## src/rtl/spec_seg_adder_pkg.sv

```systemverilog
// Shared types and constants for the segmented speculative adder.
// The optional error statistics counter is enabled by SPEC_SEG_ADDER_ERR_STATS_EN.
package spec_seg_adder_pkg;

    typedef enum logic [1:0] {
        IDLE = 2'd0,
        SPEC = 2'd1,
        FIX  = 2'd2,
        HOLD = 2'd3
    } state_t;

    // Width of the saturating misprediction counter.
    localparam int ERR_CNT_W = 16;

    // Number of segments a WIDTH-bit add is split into.
    function automatic int nseg(input int width, input int seg);
        return width / seg;
    endfunction

endpackage

```

## src/rtl/seg_carry_predictor.sv

```systemverilog
// LA-bit generate/propagate prefix cell.
// It predicts the carry out of a window of bit pairs.
// The carry into the LSB of the window is assumed to be 0.
module seg_carry_predictor #(
    parameter int LA = 2
) (
    input  logic [LA-1:0] g,
    input  logic [LA-1:0] p,
    output logic          pc
);

    // Ripple the G|(P&c) prefix from the window LSB upwards, starting from c=0.
    always_comb begin : prefix
        logic c_v;
        c_v = 1'b0;
        for (int k = 0; k < LA; k++) begin
            c_v = g[k] | (p[k] & c_v);
        end
        pc = c_v;
    end

endmodule

```

## src/rtl/spec_seg_adder.sv

```systemverilog
// Segmented approximate adder with per-segment carry prediction.
// In exact mode, a mispredicted add costs one extra correction cycle.
// Optional feature: define SPEC_SEG_ADDER_ERR_STATS_EN to add the err_count output.
// err_count is a saturating count of results whose prediction missed.
module spec_seg_adder
    import spec_seg_adder_pkg::*;
#(
    parameter int  WIDTH = 16,
    parameter int  SEG   = 4,
    parameter int  LA    = 2,
    localparam int NSEG  = nseg(WIDTH, SEG)
) (
    input  logic             clk,
    input  logic             rst_n,
    input  logic             in_valid,
    output logic             in_ready,
    input  logic [WIDTH-1:0] a,
    input  logic [WIDTH-1:0] b,
    input  logic             cin,
    input  logic             mode_exact,
    output logic             out_valid,
    input  logic             out_ready,
    output logic [WIDTH-1:0] sum,
    output logic             cout,
    output logic [NSEG-1:0]  err_mask,
    output logic             corrected
`ifdef SPEC_SEG_ADDER_ERR_STATS_EN
    ,
    output logic [ERR_CNT_W-1:0] err_count
`endif
);

    state_t           state_r;
    logic [WIDTH-1:0] a_r;
    logic [WIDTH-1:0] b_r;
    logic             cin_r;
    logic             mode_r;

    logic [NSEG-1:0]  pc_s;
    logic [WIDTH-1:0] spec_sum_s;
    logic             spec_cout_s;
    logic [WIDTH-1:0] exact_sum_s;
    logic             exact_cout_s;
    logic [NSEG-1:0]  err_mask_s;

    // Segment 0 always sees the true carry-in.
    assign pc_s[0] = cin_r;

    genvar gi;
    for (gi = 1; gi < NSEG; gi++) begin : g_pred
        seg_carry_predictor #(
            .LA (LA)
        ) u_pred (
            .g  (a_r[gi*SEG-LA +: LA] & b_r[gi*SEG-LA +: LA]),
            .p  (a_r[gi*SEG-LA +: LA] ^ b_r[gi*SEG-LA +: LA]),
            .pc (pc_s[gi])
        );
    end

    // Exact reference result; its bits also reveal the true carry into each segment.
    assign {exact_cout_s, exact_sum_s} = {1'b0, a_r} + {1'b0, b_r} + {{WIDTH{1'b0}}, cin_r};

    // Speculative add: each segment is summed independently with its predicted carry-in.
    always_comb begin : spec_path
        logic [SEG:0] t_v;
        t_v         = {(SEG+1){1'b0}};
        spec_sum_s  = {WIDTH{1'b0}};
        spec_cout_s = 1'b0;
        for (int i = 0; i < NSEG; i++) begin
            t_v = {1'b0, a_r[i*SEG +: SEG]} + {1'b0, b_r[i*SEG +: SEG]}
                + {{SEG{1'b0}}, pc_s[i]};
            spec_sum_s[i*SEG +: SEG] = t_v[SEG-1:0];
            spec_cout_s              = t_v[SEG];
        end
    end

    // Misprediction per segment: the exact carry-in is sum ^ a ^ b at the segment LSB.
    always_comb begin : err_path
        err_mask_s = {NSEG{1'b0}};
        for (int i = 1; i < NSEG; i++) begin
            err_mask_s[i] = pc_s[i] ^ exact_sum_s[i*SEG] ^ a_r[i*SEG] ^ b_r[i*SEG];
        end
    end

    // Control FSM with registered handshake and result outputs.
    always_ff @(posedge clk) begin
        if (!rst_n) begin
            state_r   <= IDLE;
            in_ready  <= 1'b1;
            out_valid <= 1'b0;
            sum       <= {WIDTH{1'b0}};
            cout      <= 1'b0;
            err_mask  <= {NSEG{1'b0}};
            corrected <= 1'b0;
            a_r       <= {WIDTH{1'b0}};
            b_r       <= {WIDTH{1'b0}};
            cin_r     <= 1'b0;
            mode_r    <= 1'b0;
        end else begin
            case (state_r)
                IDLE: begin
                    if (in_valid) begin
                        a_r      <= a;
                        b_r      <= b;
                        cin_r    <= cin;
                        mode_r   <= mode_exact;
                        in_ready <= 1'b0;
                        state_r  <= SPEC;
                    end else begin
                        in_ready <= 1'b1;
                    end
                end
                SPEC: begin
                    err_mask <= err_mask_s;
                    if ((err_mask_s == {NSEG{1'b0}}) || !mode_r) begin
                        sum       <= spec_sum_s;
                        cout      <= spec_cout_s;
                        corrected <= 1'b0;
                        out_valid <= 1'b1;
                        state_r   <= HOLD;
                    end else begin
                        state_r <= FIX;
                    end
                end
                FIX: begin
                    sum       <= exact_sum_s;
                    cout      <= exact_cout_s;
                    corrected <= 1'b1;
                    out_valid <= 1'b1;
                    state_r   <= HOLD;
                end
                HOLD: begin
                    if (out_ready) begin
                        out_valid <= 1'b0;
                        in_ready  <= 1'b1;
                        state_r   <= IDLE;
                    end else begin
                        out_valid <= 1'b1;
                    end
                end
                default: begin
                    out_valid <= 1'b0;
                    in_ready  <= 1'b1;
                    state_r   <= IDLE;
                end
            endcase
        end
    end

`ifdef SPEC_SEG_ADDER_ERR_STATS_EN
    // Count delivered results that had any misprediction, saturating at all-ones.
    always_ff @(posedge clk) begin
        if (!rst_n) begin
            err_count <= {ERR_CNT_W{1'b0}};
        end else if ((state_r == HOLD) && out_ready
                     && (err_mask != {NSEG{1'b0}})
                     && (err_count != {ERR_CNT_W{1'b1}})) begin
            err_count <= err_count + {{(ERR_CNT_W-1){1'b0}}, 1'b1};
        end else begin
            err_count <= err_count;
        end
    end
`endif

endmodule

```

## config.mk

```make
export PLATFORM = sky130hd
export DESIGN_NAME = spec_seg_adder
export DESIGN_NICKNAME = d
export VERILOG_FILES = /design/src/rtl/spec_seg_adder_pkg.sv /design/src/rtl/seg_carry_predictor.sv /design/src/rtl/spec_seg_adder.sv
export SDC_FILE = /design/constraint.sdc
export NUM_CORES = 1
export LEC_CHECK = 0
export CORE_AREA = 3 3 119 92
export CTS_BUF_LIST = sky130_fd_sc_hd__clkbuf_8
export CTS_CLUSTER_DIAMETER = 60
export CTS_CLUSTER_SIZE = 24
export DETAILED_ROUTE_END_ITERATION = 12
export DIE_AREA = 0 0 122 95
export PLACE_DENSITY = 0.56
export REMOVE_ABC_BUFFERS = 1
export SLEW_MARGIN = 40
export SYNTH_ARGS = -nofsm -noshare
export SYNTH_HDL_FRONTEND = slang
export SYNTH_SLANG_ARGS = --single-unit
export TNS_END_PERCENT = 100
```

## constraint.sdc

```tcl
create_clock -name clk -period 8.3 [get_ports clk]
set_input_delay 1.66 -clock clk [delete_from_list [all_inputs] [get_ports clk]]
set_output_delay 1.66 -clock clk [all_outputs]
set_load 0.02 [all_outputs]
```

==> results.sh <==
export IMPL_antenna_violations_before_repair=0
export IMPL_num_antenna_cells=0
export IMPL_r2r_end="sum[5]$_SDFFE_PN0P_"
export IMPL_die_outline_area_um2=11590
export IMPL_drt_antenna_violating_nets=0
export IMPL_rsz_0062_raised_after_global_routing="false"
export IMPL_cts_resizes=0
export IMPL_timing_critical_path_from="a_r[0]$_SDFFE_PN0P_"
export IMPL_worst_r2r_startpoint="a_r[0]$_SDFFE_PN0P_"
export IMPL_worst_setup_path_start_kind="flop"
export IMPL_detailedPlacementHpwl_um=6806
export IMPL_cts_buffers_inserted=9
export IMPL_place_congestion=0.8310
export IMPL_cts_hold_fix_buffers=0
export IMPL_place_worst_setup_slack_ns=4.839
export IMPL_die_height_um=95
export IMPL_max_clock_freq_mhz=316.3
export IMPL_most_common_layout_cells="92 x sky130_fd_sc_hd__nand2_1, 63 x sky130_fd_sc_hd__a21oi_1, 60 x sky130_fd_sc_hd__clkdlybuf4s50_1, 59 x sky130_fd_sc_hd__dfxtp_1"
export IMPL_worstSetupEndpointType="flop"
export IMPL_power_per_cell_area_nw_per_um2=293.4
export IMPL_post_synthesis_cell_count=457
export IMPL_post_synth_top_area_cell="sky130_fd_sc_hd__dfxtp_1"
export IMPL_max_cap_violations=0
export IMPL_clock_root_buffer="sky130_fd_sc_hd__clkbuf_8"
export IMPL_cts_path_max_buffers=2
export IMPL_yosysTopAreaCellShare_pct=31.69
export IMPL_synth_area_top_cells="sky130_fd_sc_hd__dfxtp_1 32%, sky130_fd_sc_hd__nand2_1 9.3%, sky130_fd_sc_hd__a21oi_1 8.5%"
export IMPL_core_area_um2=9736
export IMPL_avgRoutedWirePerCell_um=15.06
export IMPL_worst_hold_path_num_cells=2
export IMPL_via_count_of_the_first_global_routing_pass=3297
export IMPL_status="completed"
export IMPL_final_common_cell="sky130_fd_sc_hd__nand2_1"
export IMPL_die_width_um=122
export IMPL_path_clk_slew_ns=0.06
export IMPL_cts_tree="done"
export IMPL_max_slew_worst_pin_slew_ns=0.5529
export IMPL_seq_area_frac_synth_pct=31.69
export IMPL_finalClockSkew_ns=0.007282
export IMPL_finalHoldViolCount=0
export IMPL_finalHoldWorstSlack_ns=0.4594
export IMPL_cts_num_sinks=59
export IMPL_start_util_pct=38.29
export IMPL_clk_latency_ns=0.36
export IMPL_drive_gt1_share_pct=8.382
export IMPL_crit_path_max_fanout=14
export IMPL_synth_cell_area_um2=3727
export IMPL_wire_length_of_the_first_global_routing_pass_um=16070
export IMPL_gr_usage_all_layers_pct=17.84
export IMPL_num_io_pins=62
export IMPL_p_leak_nw=1.807
export IMPL_detail_route_vias_per_cell=5.171
export IMPL_min_period_over_period_pct=38.09
export IMPL_flow_area_growth_from_synthesis_pct=23.46
export IMPL_postCtsSetupRepairBufs=0
export IMPL_crit_arrival_ns=3.47
export IMPL_synth_async_reset_ratio_pct=0
export IMPL_fillerInstances=990
export IMPL_drc_errors=0
export IMPL_seq_area_um2=1181
export IMPL_postSynthRegisterBits=59
export IMPL_area_used_by_multi_input_combinational_logic_um2=2341
export IMPL_final_setup_viol_count=0
export IMPL_final_setup_tns_ns=0
export IMPL_drt_initial_drc_count=154
export IMPL_routed_wl_um=9714
export IMPL_finish_net_count=574
export IMPL_maximum_number_of_pins_on_one_net_before_global_route_repair=52
export IMPL_yosysWarningCount=0
export IMPL_report_final_slew_viol_count=0
export IMPL_setup_worst_path_class="flop to flop"
export IMPL_count_of_flip_flops_with_a_built_in_enable_after_synthesis=0
export IMPL_h_tree_depth=3
export IMPL_worst_setup_path_endpoint="sum[5]$_SDFFE_PN0P_"
export IMPL_synth_flop_type="sky130_fd_sc_hd__dfxtp_1"
export IMPL_vias_after_detailed_routing=3335
export IMPL_relSlewSlack_pct=63.14
export IMPL_drt_pre_antenna_iters=4
export IMPL_synthDistinctLibCells=67
export IMPL_vdd_ir_drop_worst_mv=0.09508
export IMPL_post_route_util_pct=47.27
export IMPL_globalRoute_totalOverflow=0
export IMPL_worst_endpoint_required_ns=8.60
export IMPL_port_buffers=60
export IMPL_worstHoldPathType="flop to flop"
export IMPL_regToRegSetupSlack_ns=5.14
export IMPL_rr_worst_depth=10
export IMPL_synthesis_area_per_instance_um2=8.156
export IMPL_fp_row_count=31
export IMPL_final_critical_path_setup_slack_ns=5.139
export IMPL_min_period_ns=3.161
[layout make-up]
class / count / share of cell area (%)
tap: 132 / 3.589
inverter: 24 / 2.012
sequential: 59 / 25.67
clock inverter: 3 / 0.2719
multi-input combinational: 350 / 50.87
timing repair buffer: 64 / 13.70
clock buffer: 13 / 3.888
[sequential cells by signal, indices dropped and copies added (netlist names)]
register   cells
a_r           16
b_r           16
sum           16
err_mask       3
state_r        2
cin_r          1
corrected      1
cout           1
in_ready       1
mode_r         1
out_valid      1
[report_power, final]
part / total, W / switching (W) / internal, W
logic: 0.000685 / 0.000402 / 0.000284
registers: 0.000410 / 0.0000537 / 0.000356
clock network: 0.000255 / 0.000117 / 0.000138
total: 0.00135 / 0.000572 / 0.000778
[layer usage]
layer  share of wire [%]  vias up  GRT usage, %
met5                   0        -             0
met4                 1.2        0         5.410
met3                 5.3       12         4.970
met2                  43       63         27.85
met1                  51     1558         24.06
li1                    -     1702             -
[synth_stat cells (all sizes together) (2+ instances only)]
| cell | count |
|---|---|
| a2111oi | 5 |
| a211oi | 9 |
| a21o | 3 |
| a21oi | 64 |
| a31oi | 4 |
| and2 | 4 |
| and3 | 2 |
| buf | 8 |
| clkbuf | 16 |
| dfxtp | 59 |
| fa | 8 |
| ha | 20 |
| inv | 23 |
| mux2 | 2 |
| mux2i | 7 |
| nand2 | 92 |
| nand2b | 8 |
| nand3 | 6 |
| nor2 | 26 |
| nor2b | 2 |
| nor3 | 9 |
| o2111ai | 3 |
| o211a | 3 |
| o211ai | 8 |
| o21a | 3 |
| o21ai | 24 |
| o2bb2ai | 2 |
| or2 | 3 |
| xnor2 | 7 |
| xnor3 | 2 |
| xor2 | 6 |
[stage by stage]
| step | area (um^2) | cells | total power, W |
|---|---|---|---|
| global placement | 4408 | 629 | 0.001090 |
| detailed placement | 4410 | 629 | 0.001101 |
| finish | 4602 | 645 | 0.001350 |
| global route | 4602 | 645 | 0.001452 |
| CTS | 4602 | 645 | 0.001363 |
| floorplan | 3612 | 433 | 0.0008659 |
[worst max-delay path: stages (launching register included)]
cell	delay [ns]
sky130_fd_sc_hd__dfxtp_1	0.36
sky130_fd_sc_hd__fa_1	0.24
sky130_fd_sc_hd__inv_1	0.07
sky130_fd_sc_hd__fa_1	0.38
sky130_fd_sc_hd__nand2b_2	0.25
sky130_fd_sc_hd__o2bb2ai_2	0.17
sky130_fd_sc_hd__xnor3_1	0.44
sky130_fd_sc_hd__nor3_4	0.26
sky130_fd_sc_hd__a31oi_4	0.26
sky130_fd_sc_hd__nor2_2	0.43
sky130_fd_sc_hd__o221a_2	0.25
[worst min path at each step]
| stage | startpoint | to | slack, ns |
|---|---|---|---|
| 2_1_floorplan | b_r[10]$_SDFFE_PN0P_ | b_r[10]$_SDFFE_PN0P_ | 0.44 |
| 3_3_place_gp | b_r[3]$_SDFFE_PN0P_ | b_r[3]$_SDFFE_PN0P_ | 0.45 |
| 3_5_place_dp | a_r[3]$_SDFFE_PN0P_ | a_r[3]$_SDFFE_PN0P_ | 0.45 |
| 4_1_cts | a_r[3]$_SDFFE_PN0P_ | a_r[3]$_SDFFE_PN0P_ | 0.46 |
| 5_1_grt | b_r[10]$_SDFFE_PN0P_ | b_r[10]$_SDFFE_PN0P_ | 0.49 |
| 6_report | b_r[2]$_SDFFE_PN0P_ | b_r[2]$_SDFFE_PN0P_ | 0.46 |
[logic make-up (layout without fill, tap and decap cells)]
| logic type | after synthesis | in the layout | synth area share, % |
|---|---|---|---|
| compound gates | 142 | 142 | 26.02 |
| simple gates | 155 | 155 | 18.60 |
| fa+ha+maj | 28 | 28 | 11.01 |
| buf+inv | 48 | 104 | 5.505 |
| flops | 59 | 59 | 31.69 |
| xor+xnor | 15 | 15 | 4.263 |
| other cells | 1 | 1 | 0.1006 |
| mux | 9 | 9 | 2.820 |
(Power assumes the default switching activity.)
